**src/rtl/policy_gen_seq.sv**
```systemverilog
// Sequential Q-table policy generator: picks the largest legal signed Q, one action scanned per clock.
// Latency N_ACT+1 clocks from capture to done pulse; start is ignored while busy (no queueing).
// Optional epsilon-greedy exploration is compiled in with POLICY_EPSILON_EN.
module policy_gen_seq #(
    parameter int N_ACT = 9,
    parameter int Q_W   = 18,
    parameter int IDX_W = 4
) (
    input  logic                 clk,
    input  logic                 rst_n,
    input  logic                 start,
    input  logic [N_ACT*Q_W-1:0] q_flat,
    input  logic [N_ACT-1:0]     legal,
`ifdef POLICY_EPSILON_EN
    input  logic [7:0]           epsilon,
    output logic                 explored,
`endif
    output logic                 busy,
    output logic                 done,
    output logic [IDX_W-1:0]     next_action,
    output logic [Q_W-1:0]       max_q,
    output logic                 no_legal
);
    typedef enum logic [1:0] {S_IDLE, S_SCAN, S_DONE} state_t;

    localparam logic [IDX_W-1:0]     LAST  = IDX_W'(N_ACT - 1);
    localparam logic signed [Q_W-1:0] Q_MIN = {1'b1, {(Q_W-1){1'b0}}};

    state_t                state_q, state_d;
    logic signed [Q_W-1:0] q_cap_q [N_ACT];
    logic signed [Q_W-1:0] q_cap_d [N_ACT];
    logic [N_ACT-1:0]      legal_q, legal_d;
    logic [IDX_W-1:0]      idx_q, idx_d;
    logic                  best_vld_q, best_vld_d;
    logic signed [Q_W-1:0] best_q_q, best_q_d;
    logic [IDX_W-1:0]      best_idx_q, best_idx_d;
    logic                  done_q, done_d;
    logic [IDX_W-1:0]      next_action_q, next_action_d;
    logic [Q_W-1:0]        max_q_q, max_q_d;
    logic                  no_legal_q, no_legal_d;
    logic signed [Q_W-1:0] cur_q;
    logic                  cur_legal, take, scan_last;
`ifdef POLICY_EPSILON_EN
    logic [15:0]           lfsr_q, lfsr_d;
    logic [IDX_W-1:0]      rot_q, rot_d, cnt_q, cnt_d;
    logic                  explore_q, explore_d, explored_q, explored_d;
`endif

    always_comb begin
        state_d       = state_q;
        q_cap_d       = q_cap_q;
        legal_d       = legal_q;
        idx_d         = idx_q;
        best_vld_d    = best_vld_q;
        best_q_d      = best_q_q;
        best_idx_d    = best_idx_q;
        done_d        = 1'b0;
        next_action_d = next_action_q;
        max_q_d       = max_q_q;
        no_legal_d    = no_legal_q;
        cur_q         = q_cap_q[idx_q];
        cur_legal     = legal_q[idx_q];
`ifdef POLICY_EPSILON_EN
        lfsr_d     = {lfsr_q[14:0], lfsr_q[15] ^ lfsr_q[13] ^ lfsr_q[12] ^ lfsr_q[10]};
        rot_d      = (rot_q == LAST) ? '0 : rot_q + IDX_W'(1);
        cnt_d      = cnt_q;
        explore_d  = explore_q;
        explored_d = explored_q;
        // The scan position may start mid-table, so a separate count ends the pass.
        scan_last  = (cnt_q == LAST);
        take       = cur_legal && (!best_vld_q || (!explore_q && (cur_q > best_q_q)));
`else
        scan_last  = (idx_q == LAST);
        take       = cur_legal && (!best_vld_q || (cur_q > best_q_q));
`endif
        case (state_q)
            S_IDLE: begin
                if (start) begin
                    for (int i = 0; i < N_ACT; i++) q_cap_d[i] = q_flat[i*Q_W +: Q_W];
                    legal_d    = legal;
                    best_vld_d = 1'b0;
                    best_q_d   = Q_MIN;
                    best_idx_d = '0;
                    idx_d      = '0;
`ifdef POLICY_EPSILON_EN
                    explore_d  = (lfsr_q[7:0] < epsilon);
                    cnt_d      = '0;
                    if (explore_d) idx_d = rot_q;
`endif
                    state_d    = S_SCAN;
                end
            end
            S_SCAN: begin
                // Strict greater-than keeps the lowest index on ties.
                if (take) begin
                    best_vld_d = 1'b1;
                    best_q_d   = cur_q;
                    best_idx_d = idx_q;
                end
                idx_d = (idx_q == LAST) ? '0 : idx_q + IDX_W'(1);
`ifdef POLICY_EPSILON_EN
                cnt_d = cnt_q + IDX_W'(1);
`endif
                if (scan_last) state_d = S_DONE;
            end
            S_DONE: begin
                done_d        = 1'b1;
                next_action_d = best_idx_q;
                max_q_d       = best_q_q;
                no_legal_d    = !best_vld_q;
`ifdef POLICY_EPSILON_EN
                explored_d    = explore_q && best_vld_q;
`endif
                state_d       = S_IDLE;
            end
            default: state_d = S_IDLE;
        endcase
    end

    always_ff @(posedge clk or negedge rst_n) begin
        if (!rst_n) begin
            state_q       <= S_IDLE;
            for (int i = 0; i < N_ACT; i++) q_cap_q[i] <= '0;
            legal_q       <= '0;
            idx_q         <= '0;
            best_vld_q    <= 1'b0;
            best_q_q      <= '0;
            best_idx_q    <= '0;
            done_q        <= 1'b0;
            next_action_q <= '0;
            max_q_q       <= '0;
            no_legal_q    <= 1'b0;
`ifdef POLICY_EPSILON_EN
            lfsr_q        <= 16'hACE1;
            rot_q         <= '0;
            cnt_q         <= '0;
            explore_q     <= 1'b0;
            explored_q    <= 1'b0;
`endif
        end else begin
            state_q       <= state_d;
            q_cap_q       <= q_cap_d;
            legal_q       <= legal_d;
            idx_q         <= idx_d;
            best_vld_q    <= best_vld_d;
            best_q_q      <= best_q_d;
            best_idx_q    <= best_idx_d;
            done_q        <= done_d;
            next_action_q <= next_action_d;
            max_q_q       <= max_q_d;
            no_legal_q    <= no_legal_d;
`ifdef POLICY_EPSILON_EN
            lfsr_q        <= lfsr_d;
            rot_q         <= rot_d;
            cnt_q         <= cnt_d;
            explore_q     <= explore_d;
            explored_q    <= explored_d;
`endif
        end
    end

    assign busy        = (state_q != S_IDLE);
    assign done        = done_q;
    assign next_action = next_action_q;
    assign max_q       = max_q_q;
    assign no_legal    = no_legal_q;
`ifdef POLICY_EPSILON_EN
    assign explored    = explored_q;
`endif

endmodule

```
**config.mk**
```make
export PLATFORM = sky130hd
export DESIGN_NAME = policy_gen_seq
export DESIGN_NICKNAME = d
export VERILOG_FILES = /design/src/rtl/policy_gen_seq.sv
export SDC_FILE = /design/constraint.sdc
export NUM_CORES = 1
export LEC_CHECK = 0
export ABC_CLOCK_PERIOD_IN_PS = 4950
export BUFFER_PORTS_ARGS = -buffer_cell sky130_fd_sc_hd__buf_2
export CAP_MARGIN = 20
export CORE_ASPECT_RATIO = 1.5
export CORE_MARGIN = 5
export CORE_UTILIZATION = 40
export DETAILED_ROUTE_END_ITERATION = 6
export SLEW_MARGIN = 20
export SYNTH_ARGS = -nofsm -noshare
export SYNTH_HDL_FRONTEND = slang
export SYNTH_SLANG_ARGS = --single-unit
```
**constraint.sdc**
```tcl
create_clock -name clk -period 4.95 [get_ports clk]
set_input_delay 1.2375 -clock clk [delete_from_list [all_inputs] [get_ports clk]]
set_output_delay 1.2375 -clock clk [all_outputs]
set_load 0.01 [all_outputs]
```
==> impl_metrics.toml, run 1 <==
[worst_hold_path]
worst_hold_path_type = "register to register"

[critical_path]
worstSetupEndpointType = "register"
worst_path_most_repeated_cell = "mux2i_1"
cpMaxStageDelayCell = "dfrtp_4"
worst-setup-path-type = "register to register"
worst_path_largest_cell_delay_ns = 0.99
setup.reg_to_reg.worst_slack_ns = 0.60
critical_path.reg2reg.startpoint = "idx_q[0]"
crit-reg2reg-capture = "best_q_q[4]"
endpoint = "best_q_q[4]"
critical_path.cell_chain = "mux4_2 -> mux2i_1 -> o21ai_0 -> ha_1 -> nand4_1 -> nor4_1 -> a22oi_1 -> a311oi_4 -> buf_4 -> mux2i_1"
critPathLaunchType = "register"
timing.reg2reg.worst_path_depth = 10
data_required_time_at_the_worst_endpoint_ns = 5.39
worst-path-max-fanout = 45
worst_ep_arrival_time_ns = 4.79
startpoint = "idx_q[0]"

[sta]
report.final.hold_viol_count = 0
fin_crit_ns = 4.350
setup_total_negative_slack_ns = 0
rsz0062_at_grt = "no"
timing_worst_slew_pin_value_ns = 0.8638
max_freq_ghz = 0.2299
setup_viol = 0
finalWorstSetupSlack_ns = 0.5997
timing.clock.skew_ns = 0.02058
post-route-period-util = 0.8788
slew_headroom = 0.4241
final_max_tran_viols = 0

[layout]
post_route_cells_drive_above_1_share = 0.2323
mostFrequentLayoutCells = "nand2_1, dfrtp_1, buf_2, o21ai_0, mux2i_1"
post-route-cell-area_sq_um = 12360
num-fill-cells = 2461
syn_to_final_growth_pct = 20.48
layout.cells.most_common = "nand2_1"
antenna_cells = 0
fin_nets = 1461

[clocking]
numClockSinks = 224
setup_bufs_post_cts = 0
htreeDepth = 1
insertion_delay_ns = 0.52
clk_pin_slew_ns = 0.06
numCtsBuffers = 24
ctsRootBufferMaster = "clkbuf_16"
tritoncts = "yes"
ctsHoldBuffers = 0
clock_path_buffers = 3
post_cts_resized = 0

[die]
num_rows = 71
start_util = 0.4066
dieHeight_um = 206.1
die-area_sq_um = 29010
placeableCoreArea_sq_um = 25230
design.portCount = 199
die_x_um = 140.8

[logic_synthesis]
synth_seq_area_share = 0.5464
async_set_or_reset_register_ratio_after_synthesis = 1.000
postSynth.topFlopCell = "dfrtp_1"
syn_area_per_cell_sq_um = 9.369
yosysWarnings = 0
synth-edff-count = 0
unique_masters_post_synth = 35
netlist_instances = 1095
synth.cell_area_sq_um = 10260
synth_fp_nets = 1289
seq_cells_post_synth = 224

[detailed_routing]
drt_pre_antenna_iters = 5
antenna_left = 0
drt-vias-per-instance = 4.873
wirelength_routed_mm = 27.36
initial_detailed_routing_violation_count = 419
drc_errors = 0
via_count = 7850
routedWlPerCell_um = 16.98

[job]
max-cap-violations = 0

[grt]
first_global_vias = 8354
initial_antenna_violation_count = 1
grt_pass1_wl_mm = 43.41
globalRouteOverflowTotal = 0
grtUsageTotal = 0.1898
grt_start_max_net_pins = 108

[power_and_ir_drop]
pwr_density_cell_nw_per_um2 = 691.8
ir_worst_vdd_v = 0.0002785
leakagePower_nw = 6.532

[status]
outcome = "finished clean"

[placement]
final_hpwl_from_detailed_placement_mm = 20.06
placement.io_buffers = 198
placement.cell_area_sq_um = 11540
dpl_worst_slack_ns = 0.5226
gp_congestion = 0.8708
worst min path at each step:
stage / startpoint / to / slack [ns] / cells past startpoint
finish: q_cap_q[111] / q_cap_q[111] / 0.47 / 2
global route: q_cap_q[66] / q_cap_q[66] / 0.49 / 2
CTS: q_cap_q[33] / q_cap_q[33] / 0.48 / 2
detailed placement: q_cap_q[36] / q_cap_q[36] / 0.46 / 2
global placement: q_cap_q[58] / q_cap_q[58] / 0.45 / 2
floorplan: q_cap_q[108] / q_cap_q[108] / 0.44 / 2
synthesized netlist by cell type (all sizes together) (2+ instances only):
master	number	share of area
a211oi	2	0.0020
a21o	2	0.0015
a21oi	7	0.0034
buf	15	0.0099
clkbuf	51	0.019
dfrtp	224	0.55
ha	20	0.024
inv	29	0.011
mux2	2	0.0022
mux2i	43	0.042
mux4	36	0.079
nand2	582	0.21
nand2b	4	0.0024
nand3	8	0.0039
nand4	4	0.0024
nor2	6	0.0022
o21ai	45	0.022
o31ai	3	0.0022
per-layer routing:
metal | wire (um) | global-route usage
met5 | 13 | 0
met1 | 10570 | 0.2284
met4 | 1126 | 0.07860
met2 | 14370 | 0.3394
met3 | 1279 | 0.02824
area by class of cell:
type	instances	area, sq um	share of cell area
clock inverter	10	142.6	0.01154
inverter	29	108.9	0.008807
timing repair buffer	212	1144	0.09253
sequential	224	5612	0.4540
clock buffer	32	680.7	0.05507
multi-input combinational	776	4262	0.3448
tap	328	410.4	0.03321
stage by stage:
| step | hold slack (ns) | util | cells | total power [mW] |
|---|---|---|---|---|
| finish | 0.4697 | 0.4899 | 1611 | 8.550 |
| floorplan | 0.4403 | - | 1095 | 5.713 |
| CTS | 0.4752 | 0.4899 | 1611 | 8.667 |
| global placement | 0.4529 | 0.4573 | 1569 | 6.667 |
| detailed placement | 0.4604 | 0.4573 | 1569 | 6.778 |
| global route | 0.4919 | 0.4899 | 1611 | 9.248 |
power breakdown:
group / switching (mW) / total [mW] / internal (mW)
Sequential: 0.563 / 3.24 / 2.68
Clock: 0.731 / 1.85 / 1.12
Combinational: 1.89 / 3.46 / 1.56
Total: 3.19 / 8.55 / 5.36
sequential cells by signal, summed over array words and instances, names as in the netlist:
signal,cells
q_cap_q,162
best_q_q,18
done,1
max_q,18
no_legal,1
next_action,4
state_q,2
legal_q,9
best_idx_q,4
best_vld_q,1
idx_q,4
worst max-delay path: cells and delay by family (launching register included):
kind / cells / cell delay (ns)
adders and majority gates: 1 / 0.34
and+or+nand+nor: 2 / 0.50
muxes: 3 / 1.05
DFF: 1 / 0.99
AOI/OAI and AO/OA: 3 / 1.05
buffers and inverters: 1 / 0.31
kinds of logic (layout without fill, tap and decap cells):
kind of cell	after synthesis	count (layout)	share of synthesized area
adder cells (fa/ha/maj)	20	20	0.02439
buffers and inverters	95	283	0.03915
AO/OA/AOI/OAI	65	65	0.03732
AND/OR/NAND/NOR	610	610	0.2295
multiplexers	81	81	0.1232
flip-flops	224	224	0.5464
No activity file was read; power rests on OpenSTA's default activity.
==> inputs of run 2 (changes only) <==
--- a/config.mk
+++ b/config.mk
@@ -11,8 +11,9 @@
 export CORE_ASPECT_RATIO = 1.5
 export CORE_MARGIN = 5
 export CORE_UTILIZATION = 40
+export CTS_BUF_LIST = sky130_fd_sc_hd__clkbuf_8
 export DETAILED_ROUTE_END_ITERATION = 6
-export SLEW_MARGIN = 20
+export SLEW_MARGIN = 10
 export SYNTH_ARGS = -nofsm -noshare
 export SYNTH_HDL_FRONTEND = slang
 export SYNTH_SLANG_ARGS = --single-unit
==> impl_metrics.toml, run 2 (same netlist as run 1, synthesis figures left out) <==
[layout]
antenna_cells = 0
largest_register_ffs = 162
post-route-cell-area_sq_um = 12340
layout.cells.most_common = "nand2_1"
post_route_cells_drive_above_1_share = 0.2439
fin_nets = 1474
syn_to_final_growth_pct = 20.26
mostFrequentLayoutCells = "nand2_1, dfrtp_1, buf_2, clkbuf_8, o21ai_0"
max_flop_register = "q_cap_q"

[critical_path]
setup.reg_to_reg.worst_slack_ns = 0.61
timing.reg2reg.worst_path_depth = 10
cpMaxStageDelayCell = "dfrtp_4"
critPathLaunchType = "register"
critical_path.reg2reg.startpoint = "idx_q[0]"
worst_path_most_repeated_cell = "mux2i_1"
worstSetupEndpointType = "register"
critical_path.cell_chain = "mux4_2 -> mux2i_1 -> o21ai_0 -> ha_1 -> nand4_1 -> nor4_1 -> a22oi_1 -> a311oi_4 -> buf_4 -> mux2i_1"
crit-reg2reg-capture = "best_q_q[4]"
data_required_time_at_the_worst_endpoint_ns = 5.39
worst-path-max-fanout = 45
worst-setup-path-type = "register to register"
critical_path.n_buffers_inverters = 1
timing.critical_path.max_delay_family = "multiplexers"
worst_path_largest_cell_delay_ns = 0.97
worst_ep_arrival_time_ns = 4.78

[grt]
grt_pass1_wl_mm = 43.48
globalRouteOverflowTotal = 0
first_global_vias = 8442
initial_antenna_violation_count = 1
grt_start_max_net_pins = 108
grtUsageTotal = 0.1914

[die]
die_x_um = 140.8
design.portCount = 199
die-area_sq_um = 29010
dieHeight_um = 206.1
num_rows = 71
placeableCoreArea_sq_um = 25230
start_util = 0.4066

[clocking]
htreeDepth = 2
setup_bufs_post_cts = 0
tritoncts = "yes"
numClockSinks = 224
clk_pin_slew_ns = 0.06
clock_path_buffers = 3
ctsRootBufferMaster = "clkbuf_8"
ctsHoldBuffers = 0
post_cts_resized = 0
numCtsBuffers = 37
insertion_delay_ns = 0.54

[detailed_routing]
via_count = 7900
met2RoutedLength_mm = 14.54
wirelength_routed_mm = 27.50
dr.max_layer_used = "met5"
met3RoutedLength_mm = 1.284
routedWlPerCell_um = 16.81
route.layer.met1.wl_mm = 10.51
drt-vias-per-instance = 4.829
drt_pre_antenna_iters = 7
initial_detailed_routing_violation_count = 413
drc_errors = 0
antenna_left = 0

[power_and_ir_drop]
ir_worst_vdd_v = 0.0002634
pwr_density_cell_nw_per_um2 = 681.2
leakagePower_nw = 6.563

[worst_hold_path]
timing.hold.worst_path_depth = 2
worst_hold_path_type = "register to register"
worstHoldEndpoint = "q_cap_q[70]"
min_from = "q_cap_q[70]"

[sta]
report.final.hold_viol_count = 0
final_max_tran_viols = 0
rsz0062_at_grt = "no"
slew_headroom = 0.4319
timing_worst_slew_pin_value_ns = 0.8521
fin_crit_ns = 4.336
timing.clock.skew_ns = 0.02613
setup_viol = 0
max_freq_ghz = 0.2306
post-route-period-util = 0.8760
setup_total_negative_slack_ns = 0

[placement]
placement.cell_area_sq_um = 11540
gp_congestion = 0.8708
placement.io_buffers = 198
final_hpwl_from_detailed_placement_mm = 20.06

[job]
max-cap-violations = 0

[status]
outcome = "finished clean"
run 2: changes by cell type in the layout (fill, tap and decap cells not counted):
cell,before,now
inv_1,29,36
clkbuf_8,5,50
clkinv_8,1,0
clkinvlp_4,1,3
clkbuf_1,3,0
clkinv_2,4,5
clkbuf_16,24,0
bufinv_16,3,1
run 2: worst max-delay path by stage:
stage          startpoint           to  depth (start not counted)
2_1_floorplan    idx_q[0]  best_q_q[0]                         11
3_3_place_gp     idx_q[0]  best_q_q[7]                         10
3_5_place_dp     idx_q[0]  best_q_q[8]                         10
4_1_cts          idx_q[0]  best_q_q[8]                         10
5_1_grt          idx_q[0]  best_q_q[9]                         10
6_report         idx_q[0]  best_q_q[4]                         10
run 2: area by class of cell:
| cell class | instances | area [sq um] |
|---|---|---|
| clock buffers | 50 | 688.2 |
| inverters | 29 | 108.9 |
| well taps | 328 | 410.4 |
| flip-flops and latches | 224 | 5612 |
| clock inverters | 17 | 112.6 |
| repair buffers | 212 | 1144 |
| multi-input cells | 776 | 4262 |
| fillers | 2468 | 12890 |
run 2: layer usage:
| metal | vias up | global-route usage |
|---|---|---|
| li1 | 3890 | - |
| met1 | 3738 | 0.2231 |
| met2 | 205 | 0.3426 |
| met3 | 65 | 0.03287 |
| met4 | 2 | 0.08795 |
| met5 | - | 0 |
run 2: worst register-to-register path, delay by kind of cell (launching register included):
family | cells | cell delay (ns)
adders and majority gates | 1 | 0.34
muxes | 3 | 1.08
and+or+nand+nor | 2 | 0.50
AOI/OAI and AO/OA | 3 | 1.03
DFF | 1 | 0.97
buffers and inverters | 1 | 0.31
run 2: report_power, final:
part           switching (mW)  total (mW)  internal [mW]
Clock                   0.750        1.71          0.960
Sequential              0.563        3.24           2.68
Combinational            1.89        3.45           1.56
Total                    3.20        8.40           5.20
run 2: stage by stage:
step | setup WS [ns] | utilization | std cells | power (mW) | hold WS [ns]
6_report | 0.6136 | 0.4890 | 1636 | 8.403 | 0.4702
4_1_cts | 0.5125 | 0.4890 | 1636 | 8.516 | 0.4752
3_5_place_dp | 0.5226 | 0.4573 | 1569 | 6.778 | 0.4604
3_3_place_gp | 0.5774 | 0.4573 | 1569 | 6.667 | 0.4529
2_1_floorplan | 1.590 | - | 1095 | 5.713 | 0.4403
5_1_grt | 0.3308 | 0.4890 | 1636 | 9.100 | 0.4911
